==> src/rtl/sar_compare_search.sv <==
// Successive-approximation search that resolves an unknown target through an external magnitude comparator.
// Optional SAR_COMPARE_SEARCH_VERIFY_EN adds a confirming VERIFY probe when the search ends without an eq hit.
module sar_compare_search #(
  parameter int N = 4
) (
  input  logic         clk,
  input  logic         rst_n,
  input  logic         start,
  input  logic         cmp_gt,
  input  logic         cmp_eq,
  input  logic         cmp_lt,
  output logic [N-1:0] probe,
  output logic         probe_valid,
  output logic         busy,
  output logic         done,
  output logic [N-1:0] result,
  output logic         err
);

  localparam int PW = (N > 1) ? $clog2(N) : 1;
  localparam logic [PW-1:0] PTR_MSB = PW'(N - 1);
  localparam logic [N-1:0]  PROBE_MSB = N'(1) << (N - 1);

`ifdef SAR_COMPARE_SEARCH_VERIFY_EN
  typedef enum logic [1:0] {IDLE = 2'd0, SEARCH = 2'd1, VERIFY = 2'd2, DONE = 2'd3} state_t;
`else
  typedef enum logic [1:0] {IDLE = 2'd0, SEARCH = 2'd1, DONE = 2'd3} state_t;
`endif

  state_t          state, state_nxt;
  logic [PW-1:0]   ptr, ptr_nxt;
  logic [N-1:0]    probe_nxt, result_nxt, cand;
  logic            err_nxt;
  logic            flags_onehot;

  assign flags_onehot = ({cmp_gt, cmp_eq, cmp_lt} == 3'b100) ||
                        ({cmp_gt, cmp_eq, cmp_lt} == 3'b010) ||
                        ({cmp_gt, cmp_eq, cmp_lt} == 3'b001);

  always_ff @(posedge clk) begin
    if (!rst_n) begin
      state  <= IDLE;
      probe  <= '0;
      result <= '0;
      ptr    <= '0;
      err    <= 1'b0;
    end else begin
      state  <= state_nxt;
      probe  <= probe_nxt;
      result <= result_nxt;
      ptr    <= ptr_nxt;
      err    <= err_nxt;
    end
  end

  always_comb begin
    state_nxt  = state;
    probe_nxt  = probe;
    result_nxt = result;
    ptr_nxt    = ptr;
    err_nxt    = err;
    cand       = probe;
    case (state)
      IDLE: begin
        if (start) begin
          state_nxt  = SEARCH;
          probe_nxt  = PROBE_MSB;
          ptr_nxt    = PTR_MSB;
          result_nxt = '0;
          err_nxt    = 1'b0;
        end
      end
      SEARCH: begin
        if (!flags_onehot) begin
          err_nxt    = 1'b1;
          result_nxt = probe;
          state_nxt  = DONE;
        end else if (cmp_eq) begin
          err_nxt    = 1'b0;
          result_nxt = probe;
          state_nxt  = DONE;
        end else begin
          if (cmp_lt) cand[ptr] = 1'b0;
          if (ptr != '0) begin
            cand[ptr - 1'b1] = 1'b1;
            probe_nxt        = cand;
            ptr_nxt          = ptr - 1'b1;
          end else if (cmp_lt) begin
`ifdef SAR_COMPARE_SEARCH_VERIFY_EN
            probe_nxt  = cand;
            state_nxt  = VERIFY;
`else
            result_nxt = cand;
            err_nxt    = 1'b0;
            state_nxt  = DONE;
`endif
          end else begin
            // gt on the last bit: target lies above every remaining candidate
            err_nxt    = 1'b1;
            result_nxt = probe;
            state_nxt  = DONE;
          end
        end
      end
`ifdef SAR_COMPARE_SEARCH_VERIFY_EN
      VERIFY: begin
        result_nxt = probe;
        err_nxt    = !(flags_onehot && cmp_eq);
        state_nxt  = DONE;
      end
`endif
      DONE: begin
        state_nxt = IDLE;
      end
      default: begin
        state_nxt = IDLE;
      end
    endcase
  end

  always_comb begin
    busy        = 1'b0;
    probe_valid = 1'b0;
    done        = 1'b0;
    case (state)
      SEARCH: begin
        busy        = 1'b1;
        probe_valid = 1'b1;
      end
`ifdef SAR_COMPARE_SEARCH_VERIFY_EN
      VERIFY: begin
        busy        = 1'b1;
        probe_valid = 1'b1;
      end
`endif
      DONE: done = 1'b1;
      default: ;
    endcase
  end

endmodule
==> config.mk <==
export PLATFORM = sky130hd
export DESIGN_NAME = sar_compare_search
export DESIGN_NICKNAME = d
export VERILOG_FILES = /design/src/rtl/sar_compare_search.sv
export SDC_FILE = /design/constraint.sdc
export NUM_CORES = 1
export LEC_CHECK = 0
export ABC_AREA = 1
export BUFFER_PORTS_ARGS = -buffer_cell sky130_fd_sc_hd__buf_2
export CAP_MARGIN = 20
export CORE_MARGIN = 1.5
export CORE_UTILIZATION = 55
export DETAILED_ROUTE_END_ITERATION = 12
export PLACE_DENSITY = 0.88
export SYNTH_ARGS = -nofsm -noshare
export SYNTH_HDL_FRONTEND = slang
export SYNTH_SLANG_ARGS = --single-unit
==> constraint.sdc <==
create_clock -name clk -period 2.1 [get_ports clk]
set_clock_uncertainty 0.05 [all_clocks]
set_input_delay 0.315 -clock clk [delete_from_list [all_inputs] [get_ports clk]]
set_output_delay 0.315 -clock clk [all_outputs]
set_load 0.01 [all_outputs]
==> summary.txt <==
Run status
  – Status: finished, final reports clean

STA
  – RSZ-0062 raised after global routing: no
  – Setup TNS: 0 ns
  – Final setup fails: 0
  – Max-slew headroom: 0.809
  – Fin crit share: 0.753
  – Worst-Margin Slew: ~0.29 ns
  – Final Hold Viols: 0
  – Fin. max-slew vios: 0
  – Highest clock rate: between 600 and 700 MHz
  – Crit path time final: 1.58 ns

Die
  – Chip width: around 42 um
  – Core ar.: ~0.0014 mm2
  – Effective utilization at floorplan: 0.613
  – Row cnt: 13
  – Die Y: between 40 and 50 um
  – IO Pins: 18
  – DIE AREA: about 0.0018 mm2

Clock network
  – CTS Buffer Depth: 2
  – Clk Latency, worst-skew pair: between 0.2 and 0.3 ns
  – CTS Root Cell: clkbuf_4
  – Post-CTS Setup Bufs: 0
  – Clock Sinks: 13
  – Cts bufs inserted: 3
  – # hold bufs at CTS: 0
  – Htree depth: 1
  – CTS tree: yes
  – CTS resizes: 0
  – Worst-path clk slew: about 0.090 ns

Setup path
  – Worst Setup SP: ptr[0]$_SDFFE_PN0P_
  – Crit path largest cell delay: ~0.37 ns
  – Most common cell on crit path: nand2_1
  – Worst-path cell chain: inv_1 > ha_1 > nor2_2 > nand4_4 > nand3_2 > inv_2 > nand2_1 > nand2_1
  – CP max-delay cell: dfxtp_1
  – Reg-to-Reg Start: ptr[0]$_SDFFE_PN0P_
  – WS Path Type: reg -> reg
  – CP Data Arrival Time: ~1.7 ns
  – Cell family with most CP delay: simple AND/OR/NAND/NOR gates
  – Crit Path Max Fanout: 5
  – Worst Path Required: between 2 and 2.5 ns
  – Bufs and invs on worst path: 2
  – Crit path launch type: register
  – Crit end category: register

Global routing
  – GRT Util Overall: 0.217
  – Largest net degree at the start of global routing: 13
  – First-pass GRT wire length: around 2800 um
  – Initial antenna violation count: 0
  – GR Overflow Total: 0
  – Number of global-route vias before repair: 700

Placement
  – Routability cong.: a little under 0.9
  – PortBufs: 17
  – Area post-placement: just over 900 um2
  – Dpl hpwl: 1420 um

Synthesis
  – Synth Area per Inst: 7.15 um2
  – Distinct cell type count after synthesis: 23
  – Cell accounting for the most synthesized area: dfxtp_1
  – Synth top area cells: dfxtp_1 31%, nand2_1 11%, inv_1 8.1%
  – Compound-gate portion of the synthesized area: 0.103
  – Yosys reg bits: 13
  – Post-synthesis cell area: between 800 and 900 um2
  – YS warnings: 0
  – Synth top area share: 0.311
  – Fraction of the mapped netlist area in adder cells: 0.0598
  – XOR/XNOR share of the synthesized area: 0
  – Post-synthesis mux area share: 0
  – Post-Synth Simple-Gate Area: 0.396
  – Sequential fraction of the synthesis area: 0.311
  – Syn_nets: 127
  – Largest family of logic cells by synthesized area: simple AND/OR/NAND/NOR gates
  – Synthesized instance count: around 120

Hold path
  – Hold_sp: rst_n
  – HP Class: in -> reg

Routing
  – Vias: 784
  – Drt drc: 0
  – Drt wl/cell: between 10 and 15 um
  – Detailed Route WL: 1790 um
  – Iteration-0 DRC Markers: 17
  – Drt first pass iters: 4
  – Detailed-route vias per instance: between 5 and 6
  – Post-DRT Antenna Nets: 0

Finish
  – Most frequent cells in the layout: 25 x nand2_1, 18 x inv_1, 17 x buf_2
  – Fin util: 0.689
  – Filler Cell Count: between 100 and 150
  – Synthesis-to-finish area growth: 12.4%
  – Post-Layout Inst Area: ~940 um2
  – Post-layout net count: roughly 150
  – Fraction of layout cells with a size suffix above 1: 0.274
  – Most frequent standard cell in the layout excluding fill and tap cells: nand2_1
  – ANT cells: 0

Pwr
  – Pwr per Cell Area: 708 mW/mm2
  – Peak supply drop: 0.442 mV
  – Lkg Pwr: 0.493 nW
  – Power Total: roughly 0.67 mW

Flow run
  – Max cap viols: 0
-- cells by family after synthesis --
kind of cell,Yosys count
compound gates,16
fa+ha+maj,4
buf+inv,25
flops,13
simple gates,59
-- synth_stat cells --
library cell	instances
nand3_1	9
buf_4	2
o21ai_1	3
nor2_4	1
ha_1	4
inv_1	18
nand2_4	3
nand4_1	1
o21ai_0	6
nand3_2	3
o31ai_1	1
nor2_1	10
dfxtp_1	13
buf_6	1
nand2_1	25
inv_2	4
nor2_2	1
nor3_1	1
a21oi_2	1
nand3b_1	1
nand2_2	2
nand4_4	2
a21oi_1	5
-- area by class of cell --
| class | instances | area [um2] | share of cell area |
|---|---|---|---|
| sequential | 13 | 260 | 0.277 |
| clock buffer | 4 | 26.3 | 0.0279 |
| tap | 15 | 18.8 | 0.0199 |
| multi-input combinational | 79 | 468 | 0.497 |
| inverter | 22 | 82.6 | 0.0878 |
| timing repair buffer | 17 | 85.1 | 0.0904 |
-- flip-flops by register name (all words and copies together), names as in the netlist --
signal / cells
result: 4
err: 1
state: 2
probe: 4
ptr: 2
-- power by group --
part           internal [mW]  total (mW)  switching [mW]
clock network         0.0735       0.158          0.0844
logic                 0.0791       0.218           0.139
registers              0.271       0.291          0.0195
-- through the flow --
step / instances / worst slack [ns] / hold WS (ns)
after floorplan: 117 / 0.710 / 0.403
after global routing: 150 / 0.436 / 0.311
after CTS: 150 / 0.518 / 0.322
final: 150 / 0.519 / 0.320
after detailed placement: 146 / 0.530 / 0.414
after global placement: 146 / 0.632 / 0.404
-- worst reg2reg max path, cell delays in order, from the launching register on --
cell     delay [ns]
dfxtp_1        0.37
inv_1          0.10
ha_1           0.27
nor2_2         0.20
nand4_4        0.18
nand3_2        0.16
inv_2          0.04
nand2_1        0.06
nand2_1        0.05
-- layer usage --
metal | vias to the layer above | routed length, um | global-route usage | share of wire
li1 | 406 | - | - | -
met5 | - | 0 | 0 | 0
met1 | 354 | 775 | 0.235 | 0.43
met4 | 0 | 12 | 0.0750 | 0.0067
met2 | 22 | 921 | 0.406 | 0.52
met3 | 2 | 77 | 0.0517 | 0.043
-- path summary, 6_finish.rpt --
check | end | slack (ns) | cells past startpoint
worst min register to register | result[2]$_SDFFE_PN0P_ | 0.42 | 2
worst max register to register | err$_SDFFE_PN0P_ | 0.52 | 8
worst min-delay path | probe[0]$_SDFFE_PN0P_ | 0.32 | 3
worst max-delay path | err$_SDFFE_PN0P_ | 0.52 | 8
Power figures use the tool's default switching activity.
